`src/rtl/rv32i_fetch.sv`:
```
// RV32I instruction fetch: owns the PC, issues word reads, buffers in-order responses
// with their PCs and hands {instr, pc} to decode; redirects flush and drop stale work.
module rv32i_fetch #(
    parameter logic [31:0] RESET_PC = 32'h0000_0000,
    parameter int          DEPTH    = 4
) (
    input  logic        clk,
    input  logic        rst_n,
    output logic        imem_req_valid,
    input  logic        imem_req_ready,
    output logic [31:0] imem_req_addr,
    input  logic        imem_rsp_valid,
    input  logic [31:0] imem_rsp_data,
    input  logic        redirect_valid,
    input  logic [31:0] redirect_pc,
    output logic        dec_valid,
    input  logic        dec_ready,
    output logic [31:0] dec_instr,
    output logic [31:0] dec_pc
);
    localparam int            AW      = $clog2(DEPTH);
    localparam int            CW      = AW + 1;
    localparam int            SW      = CW + 2;
    localparam logic [CW-1:0] DEPTH_C = CW'(DEPTH);

    logic [31:0]   r_pc;
    logic [CW-1:0] r_inflight;
    logic [CW-1:0] r_count;
    logic [CW-1:0] r_drop;
    logic [AW-1:0] r_alloc_ptr;
    logic [AW-1:0] r_fill_ptr;
    logic [AW-1:0] r_head_ptr;
    logic          r_active;
    logic [31:0]   r_slot_pc    [DEPTH];
    logic [31:0]   r_slot_instr [DEPTH];

    logic [SW-1:0] w_occupancy;
    logic          w_credit;
    logic          w_issue;
    logic          w_rsp_drop;
    logic          w_rsp_take;
    logic          w_push;
    logic          w_pop;

    // Stale responses still hold a slot of credit until they drain, so drop counts too.
    assign w_occupancy = SW'(r_drop) + SW'(r_inflight) + SW'(r_count);
    assign w_credit    = w_occupancy < SW'(DEPTH);

    assign imem_req_valid = r_active && w_credit && !redirect_valid;
    assign imem_req_addr  = r_pc;
    assign w_issue        = imem_req_valid && imem_req_ready;

    assign w_rsp_drop = imem_rsp_valid && (r_drop != '0);
    assign w_rsp_take = imem_rsp_valid && (r_drop == '0) && (r_inflight != '0);
    assign w_push     = w_rsp_take && !redirect_valid;

    assign dec_valid = (r_count != '0);
    assign dec_instr = dec_valid ? r_slot_instr[r_head_ptr] : 32'h0;
    assign dec_pc    = dec_valid ? r_slot_pc[r_head_ptr]    : 32'h0;
    assign w_pop     = dec_valid && dec_ready;

    // Slot i gets its PC at issue and its word at response; pointers advance in lockstep order.
    always_ff @(posedge clk) begin
        if (w_issue) begin
            r_slot_pc[r_alloc_ptr] <= r_pc;
        end
        if (w_push) begin
            r_slot_instr[r_fill_ptr] <= imem_rsp_data;
        end
    end

    always_ff @(posedge clk or negedge rst_n) begin
        if (!rst_n) begin
            r_pc        <= RESET_PC;
            r_inflight  <= '0;
            r_count     <= '0;
            r_drop      <= '0;
            r_alloc_ptr <= '0;
            r_fill_ptr  <= '0;
            r_head_ptr  <= '0;
            r_active    <= 1'b0;
        end else begin
            r_active <= 1'b1;
            if (redirect_valid) begin
                r_pc        <= {redirect_pc[31:2], 2'b00};
                r_inflight  <= '0;
                r_count     <= '0;
                r_alloc_ptr <= '0;
                r_fill_ptr  <= '0;
                r_head_ptr  <= '0;
                // A response arriving now belongs to the old path and is discarded either way.
                r_drop      <= r_drop + r_inflight - CW'(w_rsp_take) - CW'(w_rsp_drop);
            end else begin
                if (w_issue) begin
                    r_pc        <= r_pc + 32'd4;
                    r_alloc_ptr <= r_alloc_ptr + AW'(1);
                end
                if (w_push) begin
                    r_fill_ptr <= r_fill_ptr + AW'(1);
                end
                if (w_pop) begin
                    r_head_ptr <= r_head_ptr + AW'(1);
                end
                r_inflight <= r_inflight + CW'(w_issue) - CW'(w_rsp_take);
                r_count    <= r_count + CW'(w_push) - CW'(w_pop);
                r_drop     <= r_drop - CW'(w_rsp_drop);
            end
        end
    end

    a_counters_bounded: assert property (@(posedge clk) disable iff (!rst_n)
        (r_inflight <= DEPTH_C) && (r_count <= DEPTH_C) && (r_drop <= DEPTH_C));

endmodule

```
`config.mk`:
```
export PLATFORM = sky130hd
export DESIGN_NAME = rv32i_fetch
export DESIGN_NICKNAME = d
export VERILOG_FILES = /design/src/rtl/rv32i_fetch.sv
export SDC_FILE = /design/constraint.sdc
export NUM_CORES = 1
export LEC_CHECK = 0
export CORE_MARGIN = 4
export CORE_UTILIZATION = 35
export CTS_CLUSTER_SIZE = 14
export DETAILED_ROUTE_END_ITERATION = 10
export HOLD_SLACK_MARGIN = 0.06
export PLACE_DENSITY_LB_ADDON = 0.08
export SLEW_MARGIN = 20
export SYNTH_ARGS = -nofsm -noshare
export SYNTH_HDL_FRONTEND = slang
export SYNTH_SLANG_ARGS = --single-unit
export TNS_END_PERCENT = 1
```
`constraint.sdc`:
```
create_clock -name clk -period 4.95 [get_ports clk]
set_input_delay 0.7425 -clock clk [delete_from_list [all_inputs] [get_ports clk]]
set_output_delay 0.7425 -clock clk [all_outputs]
set_load 0.02 [all_outputs]
```
# After elaboration in Yosys (flattened, before gate mapping)
# Memory sizes are Yosys's and may differ from the RTL's.
# Index checks and enable logic that the tools add are counted.
# totals
register_bits	48
mem_bits_ro	0
wordCells	58
mem_count	2
latchBits	0
mem_bits_rw	256
# memory_table
name	depth	word_bits	read_ports	rd_clocked_by_memory_dff	wr	line	source
r_slot_instr	4	32	1	0	1	35	logic [31:0] r_slot_instr [DEPTH];
r_slot_pc	4	32	1	0	1	34	logic [31:0] r_slot_pc [DEPTH];
# op_classes
n_eq_ne	0
n_reduce_logical	16
magnitude_cmp	1
n_mul	0
add_sub_neg	14
bitwise	0
shifts	0
n_mux	17
div_mod_pow	0
# op_table
operator	n
2-to-1 mux 32 bit	4
adder 32 x 3 -> 32 bit (second input constant)	1
subtractor 3 x 1 -> 3 bit	5
2-to-1 mux 2 bit	6
2-to-1 mux 3 bit	3
nonzero test 3 bit	3
logical AND 1 bit	8
adder 2 x 1 -> 2 bit (second input constant)	3
adder 3 x 1 -> 3 bit	2
nonzero test 2 bit	3
adder 4 x 3 -> 5 bit	1
less-than comparator 5 x 3 -> 1 bit (second input constant)	1
adder 3 x 3 -> 4 bit	1
2-to-1 mux 1 bit	4
adder 3 bit	1
zero test 3 bit	1
zero test 1 bit	1

# Longest topological paths before layout
# Gate-level depths: netlist (run 1).
# depth
ltp_word	9
ltp_mapped	16
mapped_depth_nobuf	15

# Worst setup path before layout (run 1)
# No wires, ideal clock.
# synth_timing
path_kind	register to register
startpoint	register r_inflight[1]
endpoint	register r_inflight[2]
t_arrival_ns	3.370
stages_incl_launch_ff	17
setup_slack_ns	1.448
setup_ns	0.132
cell_sequence	dfrtp_1 -> inv_1 -> fa_1 -> nor2_1 -> fa_1 -> nor2_1 -> o2111ai_1 -> nor2_2 -> inv_2 -> buf_2 -> ha_1 -> inv_1 -> ha_1 -> inv_1 -> fa_1 -> xnor2_1 -> nor2_1
# synth_between
elab_chain_cells	9
elab_cells_between_ends	11
classes_between	add/sub: 4; order compare: 1; mux: 1; reduce/logical: 5
# synth_lines
item	line	source
start, declared	27	logic [CW-1:0] r_inflight;
start signal, assigned	104	r_inflight <= r_inflight + CW'(w_issue) - CW'(w_rsp_take);
adder 3 x 3 -> 4 bit	46	assign w_occupancy = SW'(r_drop) + SW'(r_inflight) + SW'(r_count);
adder 4 x 3 -> 5 bit	46	
less-than comparator 5 x 3 -> 1 bit	47	assign w_credit = w_occupancy < SW'(DEPTH);
logical AND 1 bit (2 in a row)	49	assign imem_req_valid = r_active && w_credit && !redirect_valid;
logical AND 1 bit	51	assign w_issue = imem_req_valid && imem_req_ready;
adder 3 x 1 -> 3 bit	104	
subtractor 3 x 1 -> 3 bit (*)	104	
2-to-1 mux 3 bit (*)	84	if (redirect_valid) begin
# Mark *: on every way between the ends. The rest lies on a longest branch, timed or not.
# A chain may end at the register's enable or synchronous reset.

# Worst setup path after layout (run 1)
# layout_timing
startpoint	register r_inflight[1]
endpoint	output port imem_req_valid
# layout_between
elab_chain_cells	5
# layout_lines
item	line	source
adder 3 x 3 -> 4 bit	46	
adder 4 x 3 -> 5 bit	46	
less-than comparator 5 x 3 -> 1 bit	47	
logical AND 1 bit (2 in a row)	49	
end, declared	9	output logic imem_req_valid,
# Every way passes these cells.

==> results of run 1 <==
-- power groups by stage --
stage	sequential (mW)	clock [mW]	combinational, mW
floorplan	3.10	0	1.67
global placement	3.25	0	2.75
detailed placement	3.26	0	2.78
CTS	3.21	2.53	2.80
global route	3.25	2.65	2.95
finish	3.20	2.46	2.72
-- placed cells by master, fill, tap and decap left out, drive strengths merged, types with 2 or more instances in the layout --
cell and count:
a21o 4, a21oi 15, a221o 11, a22oi 2, and2 69, and3 7
buf 11, clkbuf 43, clkdlybuf4s50 159, clkinv 14, clkinvlp 3, conb 5
dfrtp 46, edfxtp 248, fa 8, ha 19, inv 40, mux2i 2
mux4 62, nand2 33, nand2b 2, nand3 18, nand4 8, nor2 22
nor2b 5, nor3 9, nor3b 5, nor4 6, o211ai 7, o21ai 19
o311ai 5, o31a 6, or3 4, or4 3, xnor2 8, xor2 2
-- sequential cells by signal, indices dropped and copies added (netlist names) --
name	cells
r_active	1
r_drop	3
r_slot_instr	128
imem_req_addr	30
r_count	3
r_inflight	3
r_slot_pc	120
r_head_ptr	2
r_fill_ptr	2
r_alloc_ptr	2
-- path summary, 6_finish.rpt --
path	slack [ns]	startpoint	end
max	0.89	r_inflight[1]	imem_req_valid
min	0.35	rst_n	imem_req_addr[9]
max reg2reg	0.90	r_inflight[1]	r_inflight[2]
min reg2reg	0.57	r_alloc_ptr[0]	r_alloc_ptr[0]
max in group asynchronous	4.09	rst_n	r_head_ptr[1]
min in group clk	0.57	r_alloc_ptr[0]	r_alloc_ptr[0]
-- final cells by class --
cell class	count	area, sq um	share of cell area
clock buffer	43	980	0.0623
inverter	38	143	0.00906
multi-input combinational	374	3580	0.228
tap	455	569	0.0362
clock inverter	20	151	0.00962
timing repair buffer	170	1710	0.108
sequential	294	8610	0.547
-- critical path: stages (launching register included) --
cell,delay [ns]
dfrtp_1,0.47
inv_1,0.15
fa_1,0.62
nor2_1,0.08
fa_1,0.44
nor2_1,0.19
o211ai_1,0.12
nor2_1,0.12
clkdlybuf4s50_1,0.64
-- logic make-up (layout without fill, tap and decap cells) --
kind of cell	count (synthesis)	after routing	synth area share
DFF	294	294	0.688
and+or+nand+nor	194	194	0.0898
buffers and inverters	76	271	0.0262
AOI/OAI and AO/OA	74	74	0.0428
muxes	64	64	0.113
adders and majority gates	27	27	0.0319
xor gates and xnor gates	10	10	0.00701
other	2	5	0.000601
-- layer usage --
layer,GRT usage,vias to the layer above,part of all wire
met1,0.204,3615,0.44
met2,0.259,190,0.49
met4,0.0357,0,0.016
li1,-,3200,-
met3,0.0311,40,0.050
met5,0,-,0
-- through the flow --
stage	cell area (sq um)	std cells	hold WS, ns	setup WS (ns)	utilization
after global routing	15700	1394	0.394	0.601	0.451
after floorplan	12500	744	0.447	1.45	-
after global placement	14600	1331	0.543	1.01	0.419
after CTS	15700	1394	0.352	0.841	0.451
after detailed placement	14600	1331	0.561	0.903	0.419
final	15700	1394	0.346	0.886	0.451
==> summary.txt, run 1 <==
Row count: 68
GRT Total Usage: 0.152
Tot Pwr: 8.38 mW
Max frequency: 246 MHz
Die Span Y: 197 microns
Max Transition Viols Final: 0
YS warnings: 0
Detailed-route wire length per cell: 21.1 microns
Leakage power: 5.32 nW
Post-CTS Resized: 0
Hold Crit Class: input port to async pin
CTS root buf: clkbuf_16
Ratio of final minimum period to clock period: 0.821
Flop pwr share: 0.382
Setup bufs post-CTS: 0
CP required: 4.21 ns
Post-CTS Hold Fix Bufs: 0
First-pass GRT wire length: 45,900 microns
Layout Nets: 1,010
Crit-path max FO: 5
Final setup TNS: 0 ns
Antenna diode count: 0
Chip Width: 197 microns
Ys flop type: edfxtp_1
Final GP Congestion: 0.783
Ports: 168
Register area share after synthesis: 0.688
Power share of the clock group: 0.294
Max-Cap Viols: 0
Status: completed
Synth top cells by count: edfxtp_1, and2_1, mux4_2
Post-synth cell types: 56
CTS max path bufs: 3
Top cells by area, synth: edfxtp_1, mux4_2, dfrtp_1
Post-DP HPWL: 18,500 microns
Vias per std cell: 5.05
EDFF count, synth: 248
CTS buffer count: 35
Pint: 5.71 mW
Crit Path Category: flip-flop to primary output
Comb power frac: 0.325
Die area: 0.0388 sq mm
Psw: 2.67 mW
Final min period: 4.06 ns
# setup viols final: 0
Synthesized area: 0.0125 sq mm
Initial antenna violation count: 0
P&R area growth vs syn: 26.0%
Core Region: 0.0349 sq mm
Post-Route WL: 29,400 microns
Critical path arrival: 3.32 ns
Maximum vdd ir drop: 0.326 mV
Antenna Violating Nets Remaining: 0
Number of global-route vias before repair: 7,675
Share of cells above drive strength 1: 0.155
Detailed-router iteration count before antenna repair: 5
Drt first-iter violations: 415
Clock Sink Count: 294
Reg2Reg Depth: 15
Vias: 7,045
Relative slew slack: 0.307
Worst skew pair latency: 0.51 ns
Post-Syn Area per Cell: 16.9 sq um
Asr flop ratio synth: 0.156
Flip-flop and latch count after synthesis: 294
Final Hold Viols: 0
RSZ-0062 raised after global routing: false
CP Launch Type: flip-flop
Worst Max-Slew Pin Slew: 1.04 ns
Post-synth top area share: 0.596
Max H-tree Level: 2
I/O Buffers: 161
Number of remaining DRC errors: 0
FILL cells: 3,076
Clock-pin slew on the worst setup and hold paths: 0.06 ns
TritonCTS clock tree: done
Area leader, netlist: edfxtp_1
Starting Density: 0.358
Count leader, synth: edfxtp_1
Crit end category: primary output
Pin count of the biggest net entering global routing: 64
Switching share of power: 0.318
Global route overflow: 0
Power Density: 533 mW/mm^2
Cell count after synthesis: 741
Worst clock skew: 0.0224 ns
No activity file was read; power rests on OpenSTA's default activity.
==> inputs of run 2 (changes only) <==
==> constraint.sdc (replaced) <==
create_clock -name clk -period 3.6 [get_ports clk]
set_input_delay 0.54 -clock clk [delete_from_list [all_inputs] [get_ports clk]]
set_output_delay 0.54 -clock clk [all_outputs]
set_load 0.02 [all_outputs]
==> run 2 against run 1 <==
Net effect: global-route usage is 0.087 points higher; critical path depth stayed put; largest cell class unchanged; utilization grew 0.67 points; clock skew down 0.0031 ns; highest routed layer unchanged; flip-flop and latch count unchanged; combinational power grew 43%; worst hold slack worse by 0.20 ns; wire length grew 1.2%; via count grew 2.5%; worst setup slack got worse by 0.68 ns; cell count increased by 1.2%.
==> summary.txt, run 2 (synthesis gave the netlist of run 1 again) <==
Detailed-route wire length per cell: 21.1 microns (about the same)
Psw: 3.65 mW (+37%)
CTS max path bufs: 3 (unchanged)
Highest Signal Layer: met4
Chip Width: 197 microns (unchanged)
R2R Setup Slk: 0.23 ns (-0.67 ns)
Vias: 7,222 (+2.5%)
Comb power frac: 0.329 (+0.004)
Drt first-iter violations: 363 (-13%)
Worst clock skew: 0.0193 ns (-0.00312 ns)
Final min period: 3.40 ns
P&R area growth vs syn: 27.9%
CTS root buf: clkbuf_16
Starting Density: 0.358 (unchanged)
Hold Crit Class: input port to async pin
Power share of the clock group: 0.307 (+0.013)
Max frequency: 294 MHz
GRT Total Usage: 0.153 (+0.000870)
Layout Nets: 1,026 (+1.6%)
Status: completed
Final setup TNS: 0 ns (unchanged)
Placed inst area: 0.0148 sq mm (+1.1%)
I/O Buffers: 161 (unchanged)
# setup viols final: 0 (unchanged)
Ports: 168 (unchanged)
Final GP Congestion: 0.803 (+2.5%)
Number of global-route vias before repair: 7,772 (+1.3%)
Die Span Y: 197 microns (unchanged)
Global route overflow: 0 (unchanged)
Crit-path max FO: 4 (-1)
Crit end category: primary output
RSZ-0062 raised after global routing: false
TritonCTS clock tree: done
Maximum vdd ir drop: 0.348 mV (+6.6%)
Flop pwr share: 0.364 (-0.018)
Clock-pin slew on the worst setup and hold paths: 0.06 ns (about the same)
Post-CTS Hold Fix Bufs: 0 (unchanged)
Max-Cap Viols: 0 (unchanged)
Number of remaining DRC errors: 0 (unchanged)
Die area: 0.0388 sq mm (unchanged)
Post-Route WL: 29,800 microns (+1.2%)
Relative slew slack: 0.414 (+0.107)
Max H-tree Level: 2 (unchanged)
Core Region: 0.0349 sq mm (unchanged)
Power Density: 739 mW/mm^2 (+39%)
Initial antenna violation count: 0 (unchanged)
Final cell count without fillers: 1,411 (+1.2%)
Reg with most FFs: r_slot_instr
Leakage power: 5.46 nW (+2.6%)
Min Hold Slack: 0.141 ns (-0.205 ns)
Crit Path Category: flip-flop to primary output
Share of cells above drive strength 1: 0.169 (+0.0140)
Worst Max-Slew Pin Slew: 0.879 ns (-0.160 ns)
Max Transition Viols Final: 0 (unchanged)
CTS buffer count: 36 (+2.9%)
Met2 wire length: 14,300 microns (-1.5%)
First-pass GRT wire length: 46,200 microns (+0.60%)
Antenna Violating Nets Remaining: 0 (unchanged)
Met1 WL: 13,400 microns (+2.8%)
Final Hold Viols: 0 (unchanged)
Switching share of power: 0.309 (-0.00922)
Row count: 68 (unchanged)
Pint: 8.16 mW (+43%)
Post-DP HPWL: 19,100 microns (+3.4%)
Pin count of the biggest net entering global routing: 64 (unchanged)
Met3 WL: 1500 microns (+2.8%)
CP required: 3.06 ns (-1.15 ns)
Critical path arrival: 2.86 ns (-0.46 ns)
Max reg flops: 128 (unchanged)
Design area: 0.0160 sq mm (+1.5%)
CP Launch Type: flip-flop
Most common cell after layout, fill and taps aside: edfxtp_1
Worst skew pair latency: 0.51 ns (about the same)
Antenna diode count: 0 (unchanged)
Vias per std cell: 5.12 (+1.3%)
Clock Sink Count: 294 (unchanged)
DP Cell Count: 1,346 (+1.1%)
Detailed-router iteration count before antenna repair: 5 (unchanged)
Ratio of final minimum period to clock period: 0.944
Commonest non-fill, non-tap cells in the layout: edfxtp_1, clkdlybuf4s50_1, and2_1
[run 2: cell count changes in the layout (fill, tap and decap cells not counted), sizes merged, moves of 2 or more]
cell	before	now
buf	11	26
bufinv	1	5
clkbuf	43	46
clkinvlp	3	0
clkinv	14	12
[run 2: timing repair]
action | in CTS | in global routing
buffers inserted | 0 | 0
gates resized for setup | 1 | 1
endpoints found under the setup margin | 1 | 1
[run 2: area by class of cell]
class                   count  area (sq um)
inverters                  38           143
flip-flops and latches    294          8610
fillers                  3064         18900
clock buffers              46           980
clock inverters            19           225
repair buffers            185          1870
multi-input cells         374          3580
well taps                 455           569
[run 2: worst paths after layout]
path                            cells past startpoint      startpoint                end
worst max-delay path                                8   r_inflight[2]     imem_req_valid
worst min-delay path                                1           rst_n   imem_req_addr[6]
worst max register to register                     15   r_inflight[2]      r_inflight[2]
worst min register to register                      1  r_alloc_ptr[0]     r_alloc_ptr[0]
max in group asynchronous                           2           rst_n  imem_req_addr[18]
min in group clk                                    3  redirect_valid      r_inflight[2]
[run 2: power groups by stage]
stage | combinational [mW] | sequential (mW) | clock (mW)
final | 3.89 | 4.30 | 3.62
after global routing | 4.21 | 4.35 | 3.88
after CTS | 3.99 | 4.31 | 3.74
after detailed placement | 3.97 | 4.38 | 0
after global placement | 3.92 | 4.36 | 0
after floorplan | 2.29 | 4.26 | 0
[run 2: metal layers]
layer	track usage	vias up
li1	-	3235
met3	0.0275	43
met4	0.0406	0
met2	0.251	226
met5	0	-
met1	0.213	3718
[run 2: per-stage QoR]
step	setup slack, ns	util	total power, mW
detailed placement	0.207	0.423	8.35
global placement	0.232	0.423	8.28
finish	0.202	0.458	11.8
floorplan	0.0978	-	6.56
global route	0.00802	0.458	12.4
CTS	0.137	0.458	12.0
[run 2: critical path, cell delays in order (launching register included)]
cell and delay (ns):
dfrtp_1 0.42, inv_1 0.08, fa_1 0.53, inv_1 0.07, fa_1 0.49, nor2_1 0.18
o211ai_1 0.13, nor2_1 0.10, dlygate4sd2_1 0.34
==> inputs of run 3 (changes only) <==
--- a/config.mk
+++ b/config.mk
@@ -5,7 +5,6 @@
 export SDC_FILE = /design/constraint.sdc
 export NUM_CORES = 1
 export LEC_CHECK = 0
-export CORE_MARGIN = 4
 export CORE_UTILIZATION = 35
 export CTS_CLUSTER_SIZE = 14
 export DETAILED_ROUTE_END_ITERATION = 10
==> run 3 against run 2 <==
Net effect: first-iteration DRC count increased by 41%; register-to-register slack improved by 0.03 ns; non-clock buffer count unchanged; clock skew decreased by 0.0018 ns; sequential power decreased by 0.9%; critical path depth unchanged; power decreased by 2.1%; fmax decreased by 0.72%; design area decreased by 0.52%; flip-flop and latch count unchanged; largest cell class unchanged; largest power group unchanged.
==> summary.txt, run 3 (synthesis gave the netlist of run 1 again) <==
FILL cells: 3,056 (-0.26%)
Status: completed
Row count: 68 (unchanged)
Vias per std cell: 5.08 (-0.81%)
Final Worst Setup Slack: 0.177 ns (-0.0246 ns)
TritonCTS clock tree: done
Number of global-route vias before repair: 7,835 (+0.81%)
Relative slew slack: 0.547 (+0.133)
CP Launch Type: flip-flop
Area of the multi-input gates: 0.00359 sq mm (+0.31%)
Worst Max-Slew Pin Slew: 0.673 ns (-0.205 ns)
Placed inst area: 0.0148 sq mm (about the same)
Seq. cell area: 0.00860 sq mm (about the same)
Post-CTS Hold Fix Bufs: 0 (unchanged)
Number of remaining DRC errors: 0 (unchanged)
Reg with most FFs: r_slot_instr
Tot Pwr: 11.6 mW (-2.1%)
Die Span Y: 191 microns (-3.0%)
Hold Crit Class: input port to async pin
Setup WS pre-CTS: 0.169 ns (-0.0379 ns)
Final setup TNS: 0 ns (unchanged)
Core Region: 0.0348 sq mm (-0.24%)
Antenna diode count: 0 (unchanged)
Max frequency: 292 MHz (-0.72%)
Power Density: 727 mW/mm^2 (-1.6%)
Max Transition Viols Final: 0 (unchanged)
Chip Width: 191 microns (-3.0%)
Crit path buffers/inverters: 3 (unchanged)
Max reg flops: 128 (unchanged)
Reg2Reg Depth: 15 (unchanged)
Ports: 168 (unchanged)
# setup viols final: 0 (unchanged)
Clock-pin slew on the worst setup and hold paths: 0.06 ns (about the same)
Critical path arrival: 2.88 ns (+0.02 ns)
Crit-path max FO: 4 (unchanged)
R2R Setup Slk: 0.26 ns (+0.03 ns)
Slowest cell on the critical path: fa_1
Initial antenna violation count: 0 (unchanged)
CTS root buf: clkbuf_16
Crit Path Category: flip-flop to primary output
Met3 Track Usage GR: 0.0296 (+0.00204)
Commonest non-fill, non-tap cells in the layout: edfxtp_1, clkdlybuf4s50_1, and2_1
Worst clock skew: 0.0176 ns (-0.00176 ns)
Final min period: 3.42 ns (+0.0246 ns)
Max-Cap Viols: 0 (unchanged)
Leakage power: 5.41 nW (-0.81%)
Final GP Congestion: 0.769 (-4.2%)
I/O Buffers: 161 (unchanged)
GR Layer Usage met2: 0.282 (+0.0308)
Worst r2r dst: r_inflight[2]
Crit end category: primary output
Share of cells above drive strength 1: 0.166 (-0.00366)
Maximum vdd ir drop: 0.427 mV (+23%)
Layer with the highest usage: met2
GRT Total Usage: 0.166 (+0.0124)
CTS buffer count: 34 (-5.6%)
Max H-tree Level: 2 (unchanged)
P&R area growth vs syn: 27.2%
Most common cell after layout, fill and taps aside: edfxtp_1
Detailed-router iteration count before antenna repair: 4 (-1)
Worst skew pair latency: 0.51 ns (about the same)
GRT met1 Usage: 0.219 (+0.00562)
Starting Density: 0.359 (+0.000875)
First-pass GRT wire length: 45,400 microns (-1.6%)
Design area: 0.0159 sq mm (-0.52%)
Pin count of the biggest net entering global routing: 60 (-6.3%)
Crit-path cells: inv_1 > fa_1 > inv_1 > fa_1 > nor2_2 > o211ai_1 > nor2_1 > dlygate4sd2_1
Die area: 0.0364 sq mm (-6.0%)
Vias: 7,148 (-1.0%)
Delay-heaviest family, CP: adder cells
Layout Nets: 1,024 (-0.19%)
Global route overflow: 0 (unchanged)
RSZ-0062 raised after global routing: false
Min Hold Slack: 0.0684 ns (-0.0727 ns)
Ratio of final minimum period to clock period: 0.951 (+0.00684)
Post-Route WL: 29,200 microns (-2.0%)
CTS max path bufs: 3 (unchanged)
Drt first-iter violations: 513 (+41%)
Antenna Violating Nets Remaining: 0 (unchanged)
Final Hold Viols: 0 (unchanged)
Clock Sink Count: 294 (unchanged)
CP required: 3.06 ns (about the same)
Setup bufs post-CTS: 0 (unchanged)
Critical R2R Launch: r_inflight[2]
Worst path max stage delay: 0.54 ns (about the same)
Post-DP HPWL: 18,700 microns (-2.1%)
Detailed-route wire length per cell: 20.7 microns (-1.8%)
==> run 3: cell count changes in the layout (fill, tap and decap cells not counted), moves of 2 or more <==
cell and delta:
bufinv_16 -3, clkinv_1 +3, clkinv_2 -2, inv_6 -2
==> run 3: layout make-up <==
type | instances | share of cell area
clock inverters | 15 | 0.00748
repair buffers | 185 | 0.118
flip-flops and latches | 294 | 0.541
well taps | 455 | 0.0358
multi-input cells | 374 | 0.226
inverters | 38 | 0.00898
clock buffers | 47 | 0.0625
==> run 3: repair_timing <==
action | CTS | global route
setup endpoints to repair | 1 | 3
resized for setup | 1 | 3
pin swaps | 0 | 0
==> run 3: worst max-delay path by stage <==
stage / slack [ns] / end / from / depth (start not counted)
CTS: 0.12 / imem_req_valid / r_count[1] / 8
detailed placement: 0.17 / r_drop[2] / imem_rsp_valid / 12
finish: 0.18 / imem_req_valid / r_inflight[2] / 8
global placement: 0.22 / r_inflight[2] / r_count[1] / 15
floorplan: 0.1 / r_inflight[2] / r_inflight[1] / 16
global route: 0.02 / imem_req_valid / r_inflight[2] / 8
==> run 3: where the power goes <==
group	leakage, nW	switching [mW]	internal, mW	total, mW
sequential	2.81	0.302	3.96	4.26
combinational	2.06	2.01	1.92	3.93
clock	0.546	1.30	2.07	3.37
==> run 3: metrics by stage <==
step | instances | util
2_1_floorplan | 744 | -
3_3_place_gp | 1346 | 0.424
3_5_place_dp | 1346 | 0.424
4_1_cts | 1408 | 0.456
5_1_grt | 1408 | 0.457
6_report | 1408 | 0.457
==> run 3: per-layer routing <==
layer  vias to the layer above  part of all wire
li1                       3223                 -
met3                        36             0.052
met5                         -                 0
met2                       224              0.49
met4                         0             0.016
met1                      3665              0.44
